==> config.mk <==
export PLATFORM = sky130hd
export DESIGN_NAME = piso_serializer_flat
export DESIGN_NICKNAME = d
export VERILOG_FILES = /design/src/rtl/piso_serializer_if.sv /design/src/rtl/piso_serializer.sv /design/src/flat_wrapper.sv
export SDC_FILE = /design/constraint.sdc
export NUM_CORES = 1
export LEC_CHECK = 0
export ABC_AREA = 0
export BUFFER_PORTS_ARGS = -buffer_cell sky130_fd_sc_hd__buf_2
export CAP_MARGIN = 0
export CORE_AREA = 2 2 39 41
export DETAILED_ROUTE_END_ITERATION = 10
export DIE_AREA = 0 0 41 43
export HOLD_SLACK_MARGIN = 0.02
export PLACE_DENSITY = 0.69
export SLEW_MARGIN = 20
export SYNTH_ARGS = -nofsm -noshare
export SYNTH_HDL_FRONTEND = slang
export SYNTH_SLANG_ARGS = --single-unit
export TNS_END_PERCENT = 1
==> constraint.sdc <==
create_clock -name clk -period 1.4 [get_ports clk]
set_input_delay 0.14 -clock clk [delete_from_list [all_inputs] [get_ports clk]]
set_output_delay 0.14 -clock clk [all_outputs]
set_load 0.05 [all_outputs]
==> src/rtl/piso_serializer_if.sv <==
// Upstream word handshake plus serial frame outputs of the PISO stage.
// master: drives words in and watches the serial side (upstream / bench).
// slave:  the serializer itself.
interface piso_serializer_if #(
  parameter int WIDTH = 4
);
  logic [WIDTH-1:0] din;
  logic             in_valid;
  logic             in_ready;
  logic             sout;
  logic             sout_valid;
  logic             sout_first;
  logic             sout_last;

  modport master (
    output din, in_valid,
    input  in_ready, sout, sout_valid, sout_first, sout_last
  );

  modport slave (
    input  din, in_valid,
    output in_ready, sout, sout_valid, sout_first, sout_last
  );
endinterface

==> src/rtl/piso_serializer.sv <==
// Parallel-in / serial-out stage with a one-word holding register so the
// next word can be taken while the current one shifts (zero-gap frames).
// All serial outputs are flops; in_ready is a pure decode of hold_full.
module piso_serializer #(
  parameter int WIDTH     = 4,
  parameter bit MSB_FIRST = 1'b0
) (
  input  logic                 clk,
  input  logic                 rst,   // async, active low
  piso_serializer_if.slave     bus
);

  localparam int              CW       = $clog2(WIDTH);
  localparam logic [CW-1:0]   LAST_IDX = CW'(WIDTH - 1);

  typedef enum logic {IDLE = 1'b0, SHIFT = 1'b1} state_t;

  state_t           r_state;
  state_t           w_state_nxt;

  logic [WIDTH-1:0] r_hold;
  logic             r_hold_full;
  logic [WIDTH-1:0] r_shift;      // bits still to be sent, next one at the exit end
  logic [CW-1:0]    r_bit_cnt;    // index of the bit currently on sout
  logic             r_sout;
  logic             r_sout_valid;
  logic             r_sout_first;
  logic             r_sout_last;

  logic             w_at_last;
  logic             w_load;
  logic             w_adv;
  logic             w_accept;
  logic [CW-1:0]    w_cnt_inc;
  logic             w_hold_head;
  logic [WIDTH-1:0] w_hold_rest;
  logic             w_shift_head;
  logic [WIDTH-1:0] w_shift_rest;

  logic [WIDTH-1:0] w_shift_nxt;
  logic [CW-1:0]    w_cnt_nxt;
  logic             w_sout_nxt;
  logic             w_valid_nxt;
  logic             w_first_nxt;
  logic             w_last_nxt;

  // Bit-order selection: the "head" is the bit that goes out next.
  assign w_hold_head  = MSB_FIRST ? r_hold[WIDTH-1]  : r_hold[0];
  assign w_hold_rest  = MSB_FIRST ? (r_hold << 1)    : (r_hold >> 1);
  assign w_shift_head = MSB_FIRST ? r_shift[WIDTH-1] : r_shift[0];
  assign w_shift_rest = MSB_FIRST ? (r_shift << 1)   : (r_shift >> 1);

  // Frame control decodes. A load happens from IDLE or exactly at the end of
  // a frame, which is what makes back-to-back frames gapless.
  assign w_at_last = (r_state == SHIFT) && (r_bit_cnt == LAST_IDX);
  assign w_load    = r_hold_full && ((r_state == IDLE) || w_at_last);
  assign w_adv     = (r_state == SHIFT) && !w_at_last;
  assign w_cnt_inc = r_bit_cnt + 1'b1;

  // Accept only uses the registered ready, so no in_valid -> in_ready path.
  // On a load edge hold_full is still 1, so nothing is accepted that edge.
  assign w_accept  = bus.in_valid && !r_hold_full;

  assign bus.in_ready   = !r_hold_full;
  assign bus.sout       = r_sout;
  assign bus.sout_valid = r_sout_valid;
  assign bus.sout_first = r_sout_first;
  assign bus.sout_last  = r_sout_last;

  // FSM state register.
  always_ff @(posedge clk or negedge rst) begin
    if (!rst) r_state <= IDLE;
    else      r_state <= w_state_nxt;
  end

  // FSM next-state: leave IDLE on a pending word, return when a frame ends dry.
  always_comb begin
    w_state_nxt = r_state;
    case (r_state)
      IDLE:    if (r_hold_full)                  w_state_nxt = SHIFT;
      SHIFT:   if (w_at_last && !r_hold_full)    w_state_nxt = IDLE;
      default:                                   w_state_nxt = IDLE;
    endcase
  end

  // FSM outputs: next values for the shifter, bit counter and serial flops.
  always_comb begin
    w_shift_nxt = r_shift;
    w_cnt_nxt   = r_bit_cnt;
    w_sout_nxt  = 1'b0;
    w_valid_nxt = 1'b0;
    w_first_nxt = 1'b0;
    w_last_nxt  = 1'b0;
    if (w_load) begin
      // First bit leaves straight from the holding register.
      w_shift_nxt = w_hold_rest;
      w_cnt_nxt   = '0;
      w_sout_nxt  = w_hold_head;
      w_valid_nxt = 1'b1;
      w_first_nxt = 1'b1;
    end else if (w_adv) begin
      w_shift_nxt = w_shift_rest;
      w_cnt_nxt   = w_cnt_inc;
      w_sout_nxt  = w_shift_head;
      w_valid_nxt = 1'b1;
      w_last_nxt  = (w_cnt_inc == LAST_IDX);
    end
  end

  // Holding register: filled on accept, freed when moved into the shifter.
  always_ff @(posedge clk or negedge rst) begin
    if (!rst) begin
      r_hold      <= '0;
      r_hold_full <= 1'b0;
    end else if (w_accept) begin
      r_hold      <= bus.din;
      r_hold_full <= 1'b1;
    end else if (w_load) begin
      r_hold_full <= 1'b0;
    end
  end

  // Shifter, bit counter and registered serial outputs.
  always_ff @(posedge clk or negedge rst) begin
    if (!rst) begin
      r_shift      <= '0;
      r_bit_cnt    <= '0;
      r_sout       <= 1'b0;
      r_sout_valid <= 1'b0;
      r_sout_first <= 1'b0;
      r_sout_last  <= 1'b0;
    end else begin
      r_shift      <= w_shift_nxt;
      r_bit_cnt    <= w_cnt_nxt;
      r_sout       <= w_sout_nxt;
      r_sout_valid <= w_valid_nxt;
      r_sout_first <= w_first_nxt;
      r_sout_last  <= w_last_nxt;
    end
  end

endmodule

==> src/flat_wrapper.sv <==
// flat-port wrapper written by rule: the top's interface ports become plain ports
module piso_serializer_flat 
#(
  parameter int WIDTH     = 4,
  parameter bit MSB_FIRST = 1'b0
)
  (clk, rst, bus_din, bus_in_valid, bus_in_ready, bus_sout, bus_sout_valid, bus_sout_first, bus_sout_last);
  piso_serializer_if #(.WIDTH(WIDTH)) bus_i ();
  input  logic clk;
  input  logic rst;
  input wire logic [$bits(bus_i.din)-1:0] bus_din;
  input wire logic [$bits(bus_i.in_valid)-1:0] bus_in_valid;
  output wire logic [$bits(bus_i.in_ready)-1:0] bus_in_ready;
  output wire logic [$bits(bus_i.sout)-1:0] bus_sout;
  output wire logic [$bits(bus_i.sout_valid)-1:0] bus_sout_valid;
  output wire logic [$bits(bus_i.sout_first)-1:0] bus_sout_first;
  output wire logic [$bits(bus_i.sout_last)-1:0] bus_sout_last;
  assign bus_i.din = bus_din;
  assign bus_i.in_valid = bus_in_valid;
  assign bus_in_ready = bus_i.in_ready;
  assign bus_sout = bus_i.sout;
  assign bus_sout_valid = bus_i.sout_valid;
  assign bus_sout_first = bus_i.sout_first;
  assign bus_sout_last = bus_i.sout_last;
  piso_serializer #(.WIDTH(WIDTH), .MSB_FIRST(MSB_FIRST)) u_core (.clk(clk), .rst(rst), .bus(bus_i));
endmodule
==> results_dict.tcl, run 1 <==
set metrics [dict create \
    run_status "finished, final reports clean" \
    drv.max_cap_violation_count 0 \
    number_of_hold_violations_in_the_final_report 0 \
    antenna_violating_nets_post_route 0 \
    drt-total-wl_mm 1.047 \
    routedWlPerCell_um 13.25 \
    port_buffers 11 \
    destination_of_the_worst_hold_path "u_core.r_hold[0]" \
    worst_setup_path_start_kind "register" \
    postSynthRegisterBits 15 \
    timing.hold.worst_path_depth 2 \
    worst_reg_to_reg_path_cell_count 4 \
    postSynthCellCount 48 \
    grt_usage_pct 14.42 \
    postSynthNetCount 57 \
    placedInstanceArea_um2 671.9 \
    placementRows 14 \
    finish.net_count 73 \
    post_route_cells_drive_above_1_share_pct 36.51 \
    tritoncts "built" \
    max-clock-path-buffers 2 \
    report.final.setup_viol 0 \
    critical_path.max_fanout 7 \
    aggregate_negative_setup_slack_ns 0 \
    clkLatencyLatePin_ns 0.28 \
    crit-reg2reg-capture "u_core.r_bit_cnt[0]" \
    power.density_nw_per_um2 2552 \
    avgViaCountPerCell 5.139 \
    gp_congestion 0.7267 \
    coreArea_um2 1384 \
    cts.sink_count 15 \
    critical_path_class "reg -> out" \
    power.static_leakage_nw 0.3587 \
    fin_skew_ns 0.007465 \
    ios 12 \
    drc_errors 0 \
    clk_pin_slew_ns 0.09 \
    synth.yosys.seq_area_share_pct 61.98 \
    postLayoutCellArea_um2 713.2 \
    cts-htree-levels 1 \
    detail_route.first_pass.iterations 4 \
    globalRoute.totalOverflow 0 \
    place_inst 74 \
    layout.cells.non_filler 79 \
    die_y_um 43 \
    clock.fmax_mhz 749.3 \
    antenna_cells 0 \
    critPathRequiredTime_ns 1.26 \
    antenna_found_initial 0 \
    crit-reg2reg-launch "u_core.r_bit_cnt[0]" \
    post-cts-setup-buffers 0 \
    post_synth.cell_area_avg_um2 12.62 \
    grt_start_max_net_pins 16 \
    first_iter_violations 12 \
    worst_pin_slew_ns 0.3318 \
    place_hpwl_um 740.5 \
    syn_area_um2 605.6 \
    die_w_um 41 \
    period_share_pct 95.33 \
    via_count 406 \
    final-seq-area_um2 376.6 \
    die_area_um2 1763 \
    post-route-min-period_ns 1.335 \
    reg2reg_setup_slack_ns 0.19 \
    cts_buffers 3 \
    yosysUniqueCellTypes 16 \
    setup.worst_path.start "u_core.r_hold_full" \
    yosysWarnings 0 \
    nFillCells 134 \
    worst_setup_path_end_kind "output pin" \
    setup_repair_after_global_routing_missed_its_margin "false" \
    multi_input_area_um2 206.4 \
    final_max_slew_viol_count 0 \
    grt_first_pass_wirelength_mm 1.662 \
    critical_path_arrival_ns 1.19 \
    vdd.ir_drop.worst_mv 0.7752 \
    max-slew-margin-rel_pct 77.88 \
    timing.hold.worst.start "bus_din[0]" \
    syn_to_final_growth_pct 17.77 \
    min-delay-path-class "in -> reg" \
    first_global_vias 357 \
    initial_utilization_pct 43.76 \
    clk_root_buffer_cell "sky130_fd_sc_hd__clkbuf_4" \
]
kinds of logic after synthesis:
group / share of synthesized area, %
AOI/OAI and AO/OA: 4.752
adders and majority gates: 4.132
buffers and inverters: 3.925
DFF: 61.98
muxes: 12.40
and+or+nand+nor: 12.81
state kept, by name (all words and copies together) (netlist names):
name / cells
u_core.bus.sout_valid: 1
u_core.r_hold: 4
u_core.bus.sout_last: 1
u_core.r_bit_cnt: 2
u_core.r_hold_full: 1
u_core.r_state: 1
u_core.r_shift: 3
u_core.bus.sout_first: 1
u_core.bus.sout: 1
cell usage in the layout, fill, tap and decap left out, drive strengths merged, types with 2 or more instances in the layout:
cell type and count:
dfrtp 15, buf 12, nand2 6, o21ai 4, mux2 4, nand3 3, mux2i 3, clkbuf 3
inv 2, nor2 2, ha 2, nor2b 2
how the worst max path moves through the flow:
stage	endpoint	slack (ns)	depth (start not counted)
after floorplan	u_core.r_bit_cnt[0]	0.26	4
after global placement	u_core.r_hold[1]	0.20	2
after detailed placement	u_core.r_hold[2]	0.19	2
after CTS	bus_in_ready	0.004	2
after global routing	bus_in_ready	0.02	2
final	bus_in_ready	0.07	2
synthesized netlist by cell type:
cell type                  count  share of area, %
sky130_fd_sc_hd__and2_1        1               1.0
sky130_fd_sc_hd__buf_2         1              0.83
sky130_fd_sc_hd__mux2_2        4               7.4
sky130_fd_sc_hd__nor2_1        2               1.2
sky130_fd_sc_hd__inv_1         2               1.2
sky130_fd_sc_hd__dfrtp_1      15                62
sky130_fd_sc_hd__nand3_1       3               2.5
sky130_fd_sc_hd__buf_6         1               1.9
sky130_fd_sc_hd__a21o_2        1               1.4
sky130_fd_sc_hd__nor2b_1       1               1.0
sky130_fd_sc_hd__nand2b_1      1               1.0
sky130_fd_sc_hd__mux2i_1       3               5.0
sky130_fd_sc_hd__ha_1          2               4.1
sky130_fd_sc_hd__o21ai_0       4               3.3
sky130_fd_sc_hd__nor2b_4       1               2.3
sky130_fd_sc_hd__nand2_1       6               3.7
cell type report:
type,count,share of cell area [%]
clock inverter,1,0.7018
inverter,2,1.053
sequential,15,52.81
timing repair buffer,13,10.53
multi-input combinational,29,28.95
clock buffer,3,3.158
tap,16,2.807
where the power goes:
part           switching (mW)  internal, mW  leakage (nW)
logic                   0.507         0.295         0.160
registers               0.136         0.635         0.181
clock network           0.140         0.106        0.0177
total                   0.784          1.04         0.359
stage by stage:
stage | utilization, % | power, mW | setup WS (ns) | hold slack, ns
after floorplan | - | 1.385 | 0.2607 | -0.1556
after global placement | 48.55 | 1.529 | 0.2042 | 0.05681
after detailed placement | 48.55 | 1.564 | 0.1860 | 0.06306
after CTS | 51.45 | 1.818 | 0.003636 | 0.08525
after global routing | 51.54 | 1.947 | 0.02209 | 0.08052
final | 51.54 | 1.820 | 0.06534 | 0.08314
critical path: stages, from the launching register on:
cell and delay, ns:
sky130_fd_sc_hd__dfrtp_2 0.50, sky130_fd_sc_hd__inv_1 0.18, sky130_fd_sc_hd__buf_4 0.23
routing by layer:
layer  track usage (%)  share of wire (%)  wire length (µm)
met1             19.45                 44               460
met2             20.63                 50               524
met3             4.712                5.9                62
met4             6.000                  0                 0
met5                 0                  0                 0
what timing repair did:
| item | CTS | global route |
|---|---|---|
| setup endpoints to repair | 1 | 1 |
| hold buffers | 1 | 0 |
| pin swaps | 0 | 0 |
| resized for setup | 1 | 1 |
| endpoints found under the hold margin | 15 | 0 |
| cloned | 0 | 0 |
Note: power is estimated with default switching activity, not from simulation.
==> inputs of run 2 (changes only) <==
--- a/config.mk
+++ b/config.mk
@@ -13,6 +13,7 @@
 export DIE_AREA = 0 0 41 43
 export HOLD_SLACK_MARGIN = 0.02
 export PLACE_DENSITY = 0.69
+export SETUP_SLACK_MARGIN = 0.4
 export SLEW_MARGIN = 20
 export SYNTH_ARGS = -nofsm -noshare
 export SYNTH_HDL_FRONTEND = slang
==> results_dict.tcl, run 2 (synthesis results as in run 1) <==
set metrics [dict create \
    aggregate_negative_setup_slack_ns 0 \
    final-seq-area_um2 376.6 \
    final_max_slew_viol_count 0 \
    critical_path.max_stage_delay_ns 0.45 \
    first_iter_violations 7 \
    routedWlPerCell_um 12.17 \
    timing.critical_path.slowest_stage_cell "sky130_fd_sc_hd__dfrtp_2" \
    worst_setup_path_end_kind "register" \
    antenna_found_initial 0 \
    groute.layer.met2.usage_pct 21.25 \
    placedInstanceArea_um2 675.6 \
    vdd.ir_drop.worst_mv 0.8327 \
    tritoncts "built" \
    drc_errors 0 \
    first_global_vias 401 \
    coreArea_um2 1384 \
    post_route_cells_drive_above_1_share_pct 42.42 \
    port_buffers 11 \
    path_buf_inv 1 \
    cts-htree-levels 1 \
    gp_congestion 0.7246 \
    cp_cell_sequence "buf_6, nor2b_4, mux2_4" \
    number_of_flip_flops_in_the_largest_register 4 \
    critical_path_arrival_ns 1.36 \
    post-route-min-period_ns 1.204 \
    grtUsageMet3_pct 3.141 \
    power.static_leakage_nw 0.3826 \
    die_w_um 41 \
    max-slew-margin-rel_pct 77.90 \
    critical-path-top-delay-family "flip-flops" \
    clk_root_buffer_cell "sky130_fd_sc_hd__clkbuf_4" \
    power.density_nw_per_um2 2545 \
    period_share_pct 85.99 \
    grt_usage_pct 15.06 \
    max-clock-path-buffers 2 \
    antenna_cells 0 \
    drv.max_cap_violation_count 0 \
    initial_utilization_pct 43.76 \
    die_y_um 43 \
    detail_route.first_pass.iterations 2 \
    setup_repair_after_global_routing_missed_its_margin "true" \
    critical_path_class "reg -> reg" \
    antenna_violating_nets_post_route 0 \
    globalRoute.totalOverflow 0 \
    critPathRequiredTime_ns 1.56 \
    placementRows 14 \
    avgViaCountPerCell 4.902 \
    cts.sink_count 15 \
    fin_skew_ns 0.001050 \
    reg_top3 "u_core.r_hold x4, u_core.r_shift x3, u_core.r_bit_cnt x2" \
    min-delay-path-class "in -> reg" \
    timing.hold.worst.start "bus_din[1]" \
    ios 12 \
    met1_usage_pct 18.90 \
    setup.worst_path.start "u_core.r_hold_full" \
    die_area_um2 1763 \
    grt.busiest_layer "met2" \
    syn_to_final_growth_pct 25.83 \
    grt_start_max_net_pins 16 \
    grt_first_pass_wirelength_mm 1.676 \
    number_of_hold_violations_in_the_final_report 0 \
    report.final.setup_viol 0 \
    layout.cells.most_common "sky130_fd_sc_hd__dfrtp_1" \
    setup_crit_end "u_core.r_hold[1]" \
    regMostFlops "u_core.r_hold" \
    clock.fmax_mhz 830.7 \
    reg2reg_setup_slack_ns 0.20 \
    commonest_cells_after_routing_fill_and_taps_aside "sky130_fd_sc_hd__dfrtp_1, sky130_fd_sc_hd__buf_2, sky130_fd_sc_hd__nand2_1" \
    finish.net_count 76 \
    cts_buffers 3 \
    drt-total-wl_um 998 \
    postLayoutCellArea_um2 762.0 \
    worst_pin_slew_ns 0.3315 \
    via_count 402 \
    worst_setup_path_start_kind "register" \
    multi_input_area_um2 226.5 \
    crit-reg2reg-launch "u_core.r_hold_full" \
    crit_cells 3 \
    clk_pin_slew_ns 0.08 \
    place_hpwl_um 702.5 \
    run_status "finished, final reports clean" \
    nFillCells 119 \
    critical_path.max_fanout 5 \
    worst_reg_to_reg_path_cell_count 3 \
    crit-reg2reg-capture "u_core.r_hold[1]" \
    clkLatencyLatePin_ns 0.27 \
]
[run 2: cell types whose count changed in the layout (fill, tap and decap cells not counted), sizes merged]
cell | previous run | this run
buf | 12 | 15
clkbuf | 3 | 4
clkinvlp | 0 | 1
inv | 2 | 1
clkinv | 1 | 0
[run 2: metrics by stage]
| stage | worst slack, ns | power, mW | hold slack (ns) | std cells | util (%) |
|---|---|---|---|---|---|
| after global placement | 0.2315 | 1.533 | 0.05615 | 74 | 48.82 |
| after CTS | 0.1999 | 1.919 | 0.08831 | 81 | 54.16 |
| final | 0.1962 | 1.939 | 0.1020 | 82 | 55.06 |
| after detailed placement | 0.1995 | 1.559 | 0.06251 | 74 | 48.82 |
| after floorplan | 0.3061 | 1.398 | -0.1556 | 48 | - |
| after global routing | 0.1600 | 2.085 | 0.09330 | 82 | 55.06 |
[run 2: what timing repair did]
| action | CTS | global route |
|---|---|---|
| hold endpoints to repair | 15 | 0 |
| hold buffers | 1 | 0 |
| gates cloned | 0 | 0 |
| pin swaps | 0 | 0 |
| gates resized for setup | 7 | 2 |
| setup endpoints to repair | 18 | 20 |
| buffers inserted | 2 | 1 |
[run 2: layout make-up]
class                      count  area share (%)
inverter                       2           1.478
clock buffer                   4           3.448
multi-input combinational     29           29.72
tap                           16           2.627
timing repair buffer          16           13.30
sequential                    15           49.43
[run 2: report_power, final]
group | switching, mW | total [mW] | internal [mW]
clock | 0.125 | 0.235 | 0.110
combinational | 0.540 | 0.946 | 0.406
sequential | 0.122 | 0.758 | 0.636
[run 2: worst min path at each step]
stage,endpoint,slack (ns),cells past startpoint
4_1_cts,u_core.r_hold[1],0.09,2
3_5_place_dp,u_core.bus.sout_first,0.06,1
6_report,u_core.r_hold[1],0.10,2
2_1_floorplan,u_core.bus.sout,-0.16,0
5_1_grt,u_core.r_hold[0],0.09,2
3_3_place_gp,u_core.r_hold[1],0.06,1
[run 2: per-layer routing]
| layer | vias to the layer above | routed length, µm |
|---|---|---|
| li1 | 192 | - |
| met3 | 2 | 29 |
| met4 | 0 | 10 |
| met1 | 201 | 433 |
| met2 | 7 | 525 |
| met5 | - | 0 |
